`config.mk`:
```
export PLATFORM = sky130hd
export DESIGN_NAME = regfile_writeback
export DESIGN_NICKNAME = d
export VERILOG_FILES = /design/src/rtl/regfile_writeback.sv
export SDC_FILE = /design/constraint.sdc
export NUM_CORES = 1
export LEC_CHECK = 0
export BUFFER_PORTS_ARGS = -buffer_cell sky130_fd_sc_hd__buf_4
export CORE_MARGIN = 2
export CORE_UTILIZATION = 51
export CTS_CLUSTER_DIAMETER = 40
export DETAILED_ROUTE_END_ITERATION = 10
export HOLD_SLACK_MARGIN = 0.15
export PLACE_DENSITY = 0.77
export SKIP_CTS_REPAIR_TIMING = 1
export SYNTH_ARGS = -nofsm -noshare
export SYNTH_HDL_FRONTEND = slang
export SYNTH_SLANG_ARGS = --single-unit
```
`constraint.sdc`:
```
create_clock -name clock -period 5.8 [get_ports clock]
set_input_delay 1.74 -clock clock [delete_from_list [all_inputs] [get_ports clock]]
set_output_delay 1.74 -clock clock [all_outputs]
set_load 0.005 [all_outputs]
```
`src/rtl/regfile_writeback.sv`:
```
// Register-file write-port controller: merges ALU results (no backpressure,
// highest priority) with buffered mult/div results, and tracks registers that
// are still waiting on a mult/div result so the issue stage can stall.
module regfile_writeback #(
    parameter int unsigned DATA_WIDTH = 32,
    parameter int unsigned ADDR_WIDTH = 5,
    parameter int unsigned FIFO_DEPTH = 2
) (
    input  logic                       clock,
    input  logic                       ctrl_reset,

    input  logic                       alu_valid,
    input  logic [ADDR_WIDTH-1:0]      alu_rd,
    input  logic [DATA_WIDTH-1:0]      alu_data,

    input  logic                       md_valid,
    output logic                       md_ready,
    input  logic [ADDR_WIDTH-1:0]      md_rd,
    input  logic [DATA_WIDTH-1:0]      md_data,

    input  logic                       issue_md,
    input  logic [ADDR_WIDTH-1:0]      issue_rd,
    input  logic [ADDR_WIDTH-1:0]      check_rs1,
    input  logic [ADDR_WIDTH-1:0]      check_rs2,
    input  logic [ADDR_WIDTH-1:0]      check_rd,
    output logic                       stall,
    output logic [(2**ADDR_WIDTH)-1:0] busy_mask,

    output logic                       ctrl_writeEnable,
    output logic [ADDR_WIDTH-1:0]      ctrl_writeReg,
    output logic [DATA_WIDTH-1:0]      data_writeReg
);

    localparam int unsigned NUM_REGS = 2 ** ADDR_WIDTH;
    localparam int unsigned PTR_W    = $clog2(FIFO_DEPTH);
    localparam int unsigned CNT_W    = PTR_W + 1;

    typedef struct packed {
        logic [ADDR_WIDTH-1:0] rd;
        logic [DATA_WIDTH-1:0] data;
    } md_entry_t;

    // FIFO storage and pointers
    md_entry_t            fifo_q [FIFO_DEPTH];
    logic [PTR_W-1:0]     head_q, head_d;
    logic [PTR_W-1:0]     tail_q, tail_d;
    logic [CNT_W-1:0]     count_q, count_d;

    // Scoreboard
    logic [NUM_REGS-1:0]  busy_q, busy_d;

    // Registered write port
    logic                 we_q, we_d;
    logic [ADDR_WIDTH-1:0] wreg_q, wreg_d;
    logic [DATA_WIDTH-1:0] wdata_q, wdata_d;

    logic      fifo_full;
    logic      fifo_empty;
    logic      md_accept;
    logic      push;
    logic      pop;
    logic      alu_write;
    md_entry_t head_entry;

    // Handshake and write-select decode; a full FIFO never looks ahead at a pop
    assign fifo_full  = (count_q == CNT_W'(FIFO_DEPTH));
    assign fifo_empty = (count_q == '0);
    assign md_ready   = !fifo_full && !ctrl_reset;
    assign md_accept  = md_valid && md_ready;
    assign push       = md_accept && (md_rd != '0);
    assign alu_write  = alu_valid && (alu_rd != '0);
    assign pop        = !alu_write && !fifo_empty;
    assign head_entry = fifo_q[head_q];

    // Hazard check against the registered scoreboard, no bypass
    assign stall = busy_q[check_rs1] | busy_q[check_rs2] | busy_q[check_rd];

    assign busy_mask        = busy_q;
    assign ctrl_writeEnable = we_q;
    assign ctrl_writeReg    = wreg_q;
    assign data_writeReg    = wdata_q;

    // Next-state: FIFO pointers, scoreboard and write port
    always_comb begin
        head_d  = head_q;
        tail_d  = tail_q;
        count_d = count_q;
        busy_d  = busy_q;
        we_d    = 1'b0;
        wreg_d  = wreg_q;
        wdata_d = wdata_q;

        if (push) begin
            tail_d = tail_q + PTR_W'(1);
        end
        if (pop) begin
            head_d = head_q + PTR_W'(1);
        end
        count_d = count_q + CNT_W'(push) - CNT_W'(pop);

        // Clear first so a same-edge issue to the same register keeps it busy
        if (pop) begin
            busy_d[head_entry.rd] = 1'b0;
        end
        if (issue_md && (issue_rd != '0)) begin
            busy_d[issue_rd] = 1'b1;
        end
        busy_d[0] = 1'b0;

        if (alu_write) begin
            we_d    = 1'b1;
            wreg_d  = alu_rd;
            wdata_d = alu_data;
        end else if (pop) begin
            we_d    = 1'b1;
            wreg_d  = head_entry.rd;
            wdata_d = head_entry.data;
        end
    end

    // State registers
    always_ff @(posedge clock or posedge ctrl_reset) begin
        if (ctrl_reset) begin
            head_q  <= '0;
            tail_q  <= '0;
            count_q <= '0;
            busy_q  <= '0;
            we_q    <= 1'b0;
            wreg_q  <= '0;
            wdata_q <= '0;
        end else begin
            head_q  <= head_d;
            tail_q  <= tail_d;
            count_q <= count_d;
            busy_q  <= busy_d;
            we_q    <= we_d;
            wreg_q  <= wreg_d;
            wdata_q <= wdata_d;
        end
    end

    // FIFO payload storage; validity is tracked by the pointers alone
    always_ff @(posedge clock) begin
        if (push) begin
            fifo_q[tail_q] <= '{rd: md_rd, data: md_data};
        end
    end

endmodule
```
# Word level (Yosys, flattened, before mapping)
# Memory sizes are Yosys's and may differ from the RTL's.
# Cells that the tools add are included.
[totals]
n_memories = 1
mem_bits_rw = 74
regBits = 73
inputBits = 99
elab_cells = 62
output_inout_bits = 72
[mem_list]
columns = ["memory", "words", "width", "rd", "rd_clocked_by_memory_dff", "wr", "line", "rtl"]
rows = [
  ["fifo_q", 2, 37, 1, 0, 1, "44", "md_entry_t fifo_q [FIFO_DEPTH];"],
]
[classes]
n_bitwise = 5
eq_ne = 1
reduce_logical = 17
order_cmp = 7
n_addsub = 4
n_mux = 20
[ops]
columns = ["operator", "count"]
rows = [
  ["32-bit 2-to-1 mux", 4],
  ["32-bit bitwise AND", 1],
  ["32-bit NOT", 1],
  ["32-bit OR", 1],
  ["5-bit by 6-bit less-than comparator with 1-bit output (second input constant)", 5],
  ["1-bit binary-select mux with 5-bit select", 3],
  ["5-bit nonzero test", 3],
  ["1-bit demux with 5-bit select", 2],
  ["5-bit by 1-bit >= comparator with 1-bit output (second input constant)", 2],
  ["5-bit 2-to-1 mux", 2],
  ["1-bit 2-to-1 mux", 9],
  ["1-bit logical AND", 8],
  ["1-bit zero test", 4],
  ["1-bit adder (second input constant)", 2],
  ["2-bit by 1-bit adder with 2-bit output", 1],
  ["2-bit equality test (second input constant)", 1],
  ["2-bit zero test", 1],
  ["1-bit OR", 2],
  ["2-bit nonzero test", 1],
  ["2-bit by 1-bit subtractor with 2-bit output", 1],
]

# Longest topological paths before layout
# Gate-level depths: netlist of the first run.
# An unclocked memory read counts as a cell.
[depth]
depth_word = 10
depth_mapped = 9
ltp_nobuf = 8

# Least setup slack after synthesis of the first run
# Ideal clock, no wire load.
[synth_timing]
path_type = "input to output"
startpoint = "in check_rs2[0]"
endpoint = "out stall"
path_slack_ns = 0.972
cell_stages = 6
t_arrival_ns = 3.088
path_buffers = 1
path_cell_list = "clkbuf_1 mux4_2 o211ai_1 o22ai_1 nor3_1 nand3_1"
[synth_via]
elab_chain_cells = 4
[synth_lines]
columns = ["item", "line", "rtl"]
rows = [
  ["start, declared", "24", "input logic [ADDR_WIDTH-1:0] check_rs2,"],
  ["1-bit binary-select mux with 5-bit select", "76", "assign stall = busy_q[check_rs1] | busy_q[check_rs2] | busy_q[check_rd];"],
  ["1-bit 2-to-1 mux (implied by the code)", "76", ""],
  ["1-bit OR (2 in series)", "76", ""],
  ["end, declared", "26", "output logic stall,"],
]
# No other way between the ends. The select of a mux whose other input is x is not followed.

# Final worst setup path of the first run
[layout_timing]
startpoint = "in check_rd[1]"
endpoint = "out stall"
[layout_via]
elab_chain_cells = 3
[layout_lines]
columns = ["item", "line", "rtl"]
rows = [
  ["start, declared", "25", "input logic [ADDR_WIDTH-1:0] check_rd,"],
  ["1-bit binary-select mux with 5-bit select", "76", ""],
  ["1-bit 2-to-1 mux (implied by the code)", "76", ""],
  ["1-bit OR", "76", ""],
]
# No other way between the ends. The select of a mux whose other input is x is not followed.

==> results.cfg, run 1 <==
[outcome]
status = finished clean

[clock_tree]
clk-insertion-delay-late_ns = 0.41
cts_tree = yes
path_clk_slew_ns = 0.06
cts_buffers = 17
cts.sinks = 147
clockBufferDepth = 2
root_buffer = clkbuf_16
htreeDepth = 4

[power_and_ir_drop]
irDropWorstVdd_v = 0.0002697
power_density_mw_per_mm2 = 472.8
p_leak_nw = 3.588

[die]
chipWidth_um = 118.3
rows = 41
dieArea_mm2 = 0.01400
start_util_pct = 52.61
coreArea_mm2 = 0.01267
pin_count = 171
die_y_um = 118.3

[layout]
final_nets = 813
final_cells = 897
layout-drive-gt1-share_pct = 33.24
area_delta_synth_final_pct = 29.32
diodes = 0

[worst_setup_path]
critical_path_class = input pin to primary output
cp.required_ns = 4.06
critPathArrivalTime_ns = 3.14
critPathLaunchType = input pin
cp_max_fo = 9
end_kind = primary output

[worst_hold_path]
min_path_type = flop to flop

[yosys]
netlist.area_leader.share_pct = 33.33
yosysMostFrequentCell = o21ai_0
synth_common_cells = 75 x o21ai_0, 74 x edfxtp_1, 73 x dfrtp_1, 52 x nand2_1, 48 x nor2_1
avgSynthCellArea_um2 = 12.08
synth_cells = 552
netlist_area_mm2 = 0.006666
ys.warnings.count = 0
ys_seq_area_share_pct = 60.74
synthTopCellsByArea = edfxtp_1 33%, dfrtp_1 27%, mux4_2 7.1%
ys_types = 41
synth_flop_cell = edfxtp_1
synthArstFlopShare_pct = 49.66
synth_nets = 653
yosysTopAreaCell = edfxtp_1
synth_seq_cells = 147
synth-edff-count = 74

[sta]
max_freq_mhz = 204.9
final_hold_viol_count = 0
final.period_utilization_pct = 84.15
slew_headroom_pct = 20.13
finalMaxSlewViolations = 0
setup_violations = 0
rsz0062_at_grt = false
fin_tns_setup_ns = 0
tightest_slew_ns = 1.198
period_minus_slack_ns = 4.881
clock_skew_ns = 0.009200

[detailed_routing]
vias_per_cell = 5.905
first_iter_violations = 619
drtAntennaViolNets = 0
routedWlPerCell_um = 19.68
vias = 5297
wl_mm = 17.65
dr.pass1.iters = 5
drc = 0

[global_route]
grt_pass1_vias = 5511
top_usage_layer = met2
met3_usage_pct = 7.770
grt_util_met1_pct = 30.72
grt_start_max_net_pins = 43
grtUsageTotal_pct = 25.75
grtUsageMet2_pct = 43.06
grt_first_pass_wirelength_mm = 28.06
gr-total-overflow = 0
antenna_found_initial = 0

[placed_design]
hpwl_mm = 12.36
placed_cells = 865
routabilityCongestion = 0.9325
io_buffers = 169

[flow_run]
max_cap_violations = 0
-- path summary, 6_finish.rpt --
| check | from | endpoint | slack, ns | cells past startpoint |
|---|---|---|---|---|
| min in group asynchronous | ctrl_reset | data_writeReg[14]$_DFFE_PP0P_ | 1.56 | 2 |
| min | tail_q$_DFFE_PP0P_ | tail_q$_DFFE_PP0P_ | 0.57 | 1 |
| min reg2reg | tail_q$_DFFE_PP0P_ | tail_q$_DFFE_PP0P_ | 0.57 | 1 |
| max reg2reg | head_q$_DFFE_PP0N_ | busy_mask[16]$_DFF_PP0_ | 3.01 | 5 |
| max | check_rd[1] | stall | 0.92 | 7 |
| max in group asynchronous | ctrl_reset | data_writeReg[2]$_DFFE_PP0P_ | 3.26 | 3 |
-- layout make-up --
class,count,area [um^2]
sequential,147,4050
fill,945,4050
multi-input combinational,368,2484
timing repair buffer,172,1291
clock buffer,17,425.4
tap,172,215.2
clock inverter,15,132.6
inverter,6,22.52
-- cell usage in the layout, fill, tap and decap left out, types with 2 or more instances in the layout --
cell type  count
buf_4        172
o21ai_0       75
edfxtp_1      74
dfrtp_1       72
nand2_1       52
nor2_1        45
mux2i_1       39
a21oi_1       35
o21ai_1       27
mux4_2        21
clkbuf_16     17
nand3_1       10
nor2b_1        8
nand2b_1       6
mux2_2         5
inv_1          5
or3_4          4
nand4b_1       4
clkinv_4       4
nor2_4         3
nand4_1        3
xnor2_1        3
a221oi_1       3
inv_6          3
clkinv_2       3
or4_1          2
or2_2          2
nand3b_1       2
o211ai_1       2
a22oi_1        2
nor3_1         2
ha_1           2
clkinv_1       2
-- power breakdown --
group / switching, mW / internal, mW
Clock: 0.432 / 0.593
Sequential: 0.368 / 1.38
Combinational: 0.611 / 0.694
Total: 1.41 / 2.66
-- metrics by stage --
step,util [%],worst slack [ns],cell area (um^2),hold slack (ns),total power [mW]
after detailed placement,63.63,0.9274,8063,0.5476,3.044
after global routing,68.04,0.8268,8621,0.5892,4.280
after CTS,68.04,0.9265,8621,0.5679,4.074
final,68.04,0.9194,8621,0.5673,4.076
after global placement,63.63,0.9719,8063,0.5343,2.996
after floorplan,-,0.9722,6666,0.4681,2.367
-- cells by family after synthesis --
family,count (synthesis),share of synthesized area (%)
other,1,0.05625
xor gates and xnor gates,4,0.5256
and+or+nand+nor,148,10.57
adders and majority gates,2,0.3753
AOI/OAI and AO/OA,148,11.58
buffers and inverters,37,2.365
DFF,147,60.74
muxes,65,13.79
-- metal layers --
| metal | vias up | wire, um |
|---|---|---|
| met5 | - | 0 |
| met4 | 0 | 673 |
| met3 | 60 | 1538 |
| met2 | 296 | 8789 |
| met1 | 2576 | 6652 |
| li1 | 2365 | - |
-- worst max-delay path: stages --
cell and delay (ns):
buf_4 0.15, mux4_2 0.52, a22oi_1 0.20, nand3_1 0.10
mux2i_1 0.18, nand3_1 0.10, buf_4 0.15
-- sequential cells by signal (all words and copies together), names as in the netlist --
signal            count
busy_mask            31
head_q                1
fifo_q               74
ctrl_writeEnable      1
ctrl_writeReg         5
data_writeReg        32
count_q               2
tail_q                1
(Power assumes the default switching activity.)
==> inputs of run 2 (changes only) <==
--- a/config.mk
+++ b/config.mk
@@ -5,6 +5,7 @@
 export SDC_FILE = /design/constraint.sdc
 export NUM_CORES = 1
 export LEC_CHECK = 0
+export ABC_AREA = 1
 export BUFFER_PORTS_ARGS = -buffer_cell sky130_fd_sc_hd__buf_4
 export CORE_MARGIN = 2
 export CORE_UTILIZATION = 51
==> constraint.sdc (replaced) <==
create_clock -name clock -period 4.9 [get_ports clock]
set_input_delay 1.47 -clock clock [delete_from_list [all_inputs] [get_ports clock]]
set_output_delay 1.47 -clock clock [all_outputs]
set_load 0.005 [all_outputs]
==> run 2 against run 1 <==
Compared with the run above:
- combinational power grew 22%
- utilization shrank 0.94 points
- first-iteration DRC count shrank 19%
- non-clock buffer count grew 2
- setup slack lost 0.15 ns
- global-route usage grew 3.7 points
- critical path type unchanged
==> results.cfg, run 2 <==
[global_route]
grt_pass1_vias = 6073
grtUsageTotal_pct = 29.44
antenna_found_initial = 0
grt_first_pass_wirelength_mm = 32.27
grt_start_max_net_pins = 50
gr-total-overflow = 0

[layout]
final_common_cell = nand2_1
final_nets = 978
regMostFlops = fifo_q
area_delta_synth_final_pct = 28.74
multiInputGateArea_mm2 = 0.002446
largest_reg_flops = 74
diodes = 0
final_cells = 1066
layout-drive-gt1-share_pct = 26.85
final_util_pct = 67.09
fillers = 1047
seqCellArea_mm2 = 0.004050
final_cell_mix = 203 x nand2_1, 174 x buf_4, 82 x nand3_1, 74 x edfxtp_1, 72 x dfrtp_1

[worst_setup_path]
cp_max_fo = 21
crit_chain = buf_4 -> inv_1 -> nand2_1 -> nand3_1 -> nand3_1 -> nand3_1 -> nand3_1 -> nand2_1 -> nand3_1 -> buf_4
critPathLaunchType = input pin
cp.required_ns = 3.43
ff2ff_path_depth = 6
cpMostUsedCell = nand3_1
r2r_end = fifo_q[0][29]$_DFFE_PP_
cp_top_family = buffers and inverters
end_kind = primary output
crit_start = check_rd[0]
critical_path_class = input pin to primary output
r2r-start = count_q[1]$_DFF_PP0_
r2r_slack_ns = 2.60
critPathArrivalTime_ns = 2.66
cpPeakStageDelay_ns = 0.28
cp_slowest_cell = inv_1
path_buf_inv = 3

[sta]
period_minus_slack_ns = 4.127
finalMaxSlewViolations = 0
rsz0062_at_grt = false
final.period_utilization_pct = 84.23
final_hold_viol_count = 0
tightest_slew_ns = 0.8637
max_freq_mhz = 242.3
setup_violations = 0
clock_skew_ns = 0.006805
fin_tns_setup_ns = 0
slew_headroom_pct = 42.28

[yosys]
synth_flop_cell = edfxtp_1
ys.warnings.count = 0
synth_common_cells = 203 x nand2_1, 82 x nand3_1, 74 x edfxtp_1, 73 x dfrtp_1, 45 x inv_1
netlist.area_leader.share_pct = 32.33
synth_seq_cells = 147
yosysMostFrequentCell = nand2_1
synth_cells = 713
avgSynthCellArea_um2 = 9.641
ys_seq_area_share_pct = 58.90
synth-edff-count = 74
synthArstFlopShare_pct = 49.66
ys_types = 38
yosysTopAreaCell = edfxtp_1
synth_nets = 814
synthTopCellsByArea = edfxtp_1 32%, dfrtp_1 27%, nand2_1 11%
netlist_area_mm2 = 0.006874

[clock_tree]
clk-insertion-delay-late_ns = 0.42
root_buffer = clkbuf_16
htreeDepth = 4
cts_buffers = 17
path_clk_slew_ns = 0.06
cts.sinks = 147
clockBufferDepth = 2
cts_tree = yes

[detailed_routing]
routedWlPerCell_um = 19.22
drc = 0
drtAntennaViolNets = 0
dr.pass1.iters = 7
first_iter_violations = 504
vias_per_cell = 5.583
wl_mm = 20.49
vias = 5951

[die]
die_y_um = 120.1
rows = 42
dieArea_mm2 = 0.01442
coreArea_mm2 = 0.01319
start_util_pct = 52.12
pin_count = 171
chipWidth_um = 120.1

[power_and_ir_drop]
power_density_mw_per_mm2 = 558.9
p_leak_nw = 3.924
power_mw = 4.946
irDropWorstVdd_v = 0.0003135

[worst_hold_path]
min_from = ctrl_writeReg[1]$_DFFE_PP0P_
holdPathEnd = ctrl_writeReg[1]$_DFFE_PP0P_
min_path_type = flop to flop
hold_depth = 2

[flow_run]
max_cap_violations = 0

[outcome]
status = finished clean

[placed_design]
routabilityCongestion = 0.9180
io_buffers = 169
hpwl_mm = 14.16
placed_cells = 1034
run 2: power by group:
group	total [mW]	internal, mW	switching (mW)
registers	2.03	1.64	0.391
logic	1.58	0.706	0.877
clock network	1.33	0.804	0.525
run 2: area by class of cell:
| class | count | share of cell area, % |
|---|---|---|
| sequential | 147 | 45.77 |
| multi-input combinational | 480 | 27.64 |
| timing repair buffer | 174 | 14.76 |
| clock buffer | 17 | 4.807 |
| inverter | 57 | 2.488 |
| tap | 176 | 2.488 |
| clock inverter | 15 | 2.050 |
run 2: kinds of logic after synthesis:
| family | share of synthesized area [%] |
|---|---|
| buffers and inverters | 5.733 |
| xor gates and xnor gates | 0.5097 |
| adders and majority gates | 0.3640 |
| AOI/OAI and AO/OA | 9.429 |
| muxes | 3.495 |
| DFF | 58.90 |
| and+or+nand+nor | 21.51 |
| other | 0.05455 |
run 2: per-layer routing:
metal / routed length, um / share of wire [%] / track usage, %
met2: 10240 / 50 / 49.25
met5: 0 / 0 / 0
met1: 7891 / 39 / 37.10
met4: 637 / 3.1 / 10.88
met3: 1719 / 8.4 / 7.319
run 2: stage by stage:
stage / hold slack, ns / setup slack (ns) / instance area [um^2]
floorplan: 0.4725 / 1.088 / 6874
global placement: 0.4684 / 0.8038 / 8243
detailed placement: 0.4760 / 0.8000 / 8243
CTS: 0.4907 / 0.7991 / 8850
global route: 0.5160 / 0.6356 / 8850
finish: 0.4880 / 0.7728 / 8850
run 2: worst reg2reg max path: stages, from the launching register on:
cell,delay (ns)
dfrtp_1,0.38
inv_1,0.09
nor2_1,0.04
nor2_1,0.13
nand3_1,0.26
nor2_4,0.73
buf_4,0.36
run 2: how the worst max path moves through the flow:
stage / slack, ns / end / cells past startpoint
after floorplan: 1.09 / fifo_q[0][0]$_DFFE_PP_ / 3
after global placement: 0.80 / stall / 10
after detailed placement: 0.80 / stall / 10
after CTS: 0.80 / stall / 10
after global routing: 0.64 / stall / 10
final: 0.77 / stall / 10
==> inputs of run 3 (changes only) <==
--- a/config.mk
+++ b/config.mk
@@ -5,7 +5,7 @@
 export SDC_FILE = /design/constraint.sdc
 export NUM_CORES = 1
 export LEC_CHECK = 0
-export ABC_AREA = 1
+export ABC_AREA = 0
 export BUFFER_PORTS_ARGS = -buffer_cell sky130_fd_sc_hd__buf_4
 export CORE_MARGIN = 2
 export CORE_UTILIZATION = 51
==> constraint.sdc (replaced) <==
create_clock -name clock -period 4.25 [get_ports clock]
set_input_delay 1.275 -clock clock [delete_from_list [all_inputs] [get_ports clock]]
set_output_delay 1.275 -clock clock [all_outputs]
set_load 0.005 [all_outputs]
==> run 3 against run 2 <==
Compared with the run above:
- clock power increased by 5%
- critical path type unchanged
- total power increased by 12%
- critical endpoint unchanged
- non-clock buffer count increased by 2
- first-iteration DRC count increased by 1.6%
- via count decreased by 12%
- setup slack got worse by 0.44 ns
- count of clock-buffer cells in the layout increased by 3
- register-to-register slack got worse by 1.0 ns
- design area decreased by 2.0%
- highest routed layer unchanged
- cell count decreased by 15%
- sequential power increased by 15%
- routed wire length decreased by 16%
==> results.cfg, run 3 (synthesized netlist as in run 1, its figures left out) <==
[worst_setup_path]
critPathLaunchType = input pin
critPathArrivalTime_ns = 2.64
critical_path_class = input pin to primary output
cp_max_fo = 9
end_kind = primary output
cp.required_ns = 2.97
ff2ff_path_depth = 6

[clock_tree]
root_buffer = clkbuf_16
path_clk_slew_ns = 0.06
clk-insertion-delay-late_ns = 0.42
cts.sinks = 147
cts_tree = yes
htreeDepth = 4
cts_buffers = 17
clockBufferDepth = 2

[sta]
clock_skew_ns = 0.01444
finalMaxSlewViolations = 0
setup_violations = 0
tightest_slew_ns = 0.8588
rsz0062_at_grt = false
final_hold_viol_count = 0
fin_tns_setup_ns = 0
final.period_utilization_pct = 92.11
period_minus_slack_ns = 3.915
max_freq_mhz = 255.4
slew_headroom_pct = 42.61

[global_route]
antenna_found_initial = 0
grt_pass1_vias = 5350
grt_first_pass_wirelength_mm = 27.62
grt_start_max_net_pins = 41
gr-total-overflow = 0
grtUsageTotal_pct = 25.21

[detailed_routing]
wl_mm = 17.13
vias_per_cell = 5.796
drtAntennaViolNets = 0
dr.pass1.iters = 5
vias = 5222
drc = 0
routedWlPerCell_um = 19.01
first_iter_violations = 512

[power_and_ir_drop]
power_mw = 5.538
switchingPower_mw = 1.883
p_int_mw = 3.656
power_density_mw_per_mm2 = 638.6
p_seq_share_pct = 42.2
clock_power_share_pct = 25.2
p_leak_nw = 3.596
irDropWorstVdd_v = 0.0003590
p_comb_share_pct = 32.6
switching_share_pct = 33.99

[layout]
layout-drive-gt1-share_pct = 33.47
seqCellArea_mm2 = 0.004050
final_nets = 817
final_common_cell = buf_4
regMostFlops = fifo_q
fillers = 920
area_delta_synth_final_pct = 30.09
multiInputGateArea_mm2 = 0.002484
diodes = 0
final_cell_mix = 174 x buf_4, 75 x o21ai_0, 74 x edfxtp_1, 72 x dfrtp_1, 52 x nand2_1
largest_reg_flops = 74

[placed_design]
io_buffers = 169
hpwl_mm = 12.44
routabilityCongestion = 0.9850

[worst_hold_path]
hold_depth = 1
min_path_type = flop to flop

[die]
die_y_um = 118.3
dieArea_mm2 = 0.01400
chipWidth_um = 118.3
pin_count = 171
rows = 41
start_util_pct = 52.61
coreArea_mm2 = 0.01267

[flow_run]
max_cap_violations = 0

[outcome]
status = finished clean
==> run 3: changes by cell type in the layout (fill, tap and decap cells not counted), sizes merged, moves of 9 or more <==
cell    change
nand2     -161
o211ai     -24
inv        -48
a21oi      +34
mux4       +21
nand3      -74
nor2        +9
o21ai      +34
mux2i      +15
==> run 3: metal layers <==
metal	vias up	global-route usage, %	share of wire [%]
li1	2372	-	-
met1	2525	30.76	38
met2	284	40.64	50
met3	41	8.736	9.0
met4	0	11.22	2.8
met5	-	0	0
==> run 3: worst paths after layout <==
path | startpoint | end | slack (ns)
setup / recovery | check_rd[1] | stall | 0.34
hold / removal | tail_q$_DFFE_PP0P_ | tail_q$_DFFE_PP0P_ | 0.55
setup reg to reg | head_q$_DFFE_PP0N_ | busy_mask[26]$_DFF_PP0_ | 1.59
hold reg to reg | tail_q$_DFFE_PP0P_ | tail_q$_DFFE_PP0P_ | 0.55
max in group asynchronous | ctrl_reset | busy_mask[1]$_DFF_PP0_ | 2.54
min in group asynchronous | ctrl_reset | data_writeReg[14]$_DFFE_PP0P_ | 0.93
==> run 3: critical path, stage by stage <==
cell	delay (ns)
buf_4	0.15
mux4_2	0.51
a22oi_1	0.20
nand3_1	0.10
mux2i_1	0.17
nand3_1	0.09
buf_4	0.14
==> run 3: power by group through the flow <==
stage	Sequential [mW]	Combinational (mW)	Clock (mW)
after floorplan	2.15	1.08	0
after global placement	2.33	1.75	0
final	2.34	1.80	1.40
after global routing	2.37	1.99	1.49
after detailed placement	2.34	1.80	0
after CTS	2.32	1.81	1.41
==> run 3: cell type report <==
type | instances | area share (%)
Sequential cell | 147 | 46.70
Multi-Input combinational cell | 368 | 28.64
Timing Repair Buffer | 176 | 15.52
Clock buffer | 20 | 5.151
Tap cell | 172 | 2.482
Clock inverter | 12 | 1.241
Inverter | 6 | 0.2597
==> run 3: through the flow <==
stage,area [um^2],utilization [%],std cells,hold slack (ns),worst slack (ns)
after CTS,8672,68.44,901,0.5539,0.3384
after floorplan,6666,-,552,0.4681,0.3522
after detailed placement,8118,64.07,869,0.5423,0.3386
after global placement,8118,64.07,869,0.5332,0.3718
final,8672,68.44,901,0.5489,0.3352
after global routing,8672,68.44,901,0.5816,0.2167
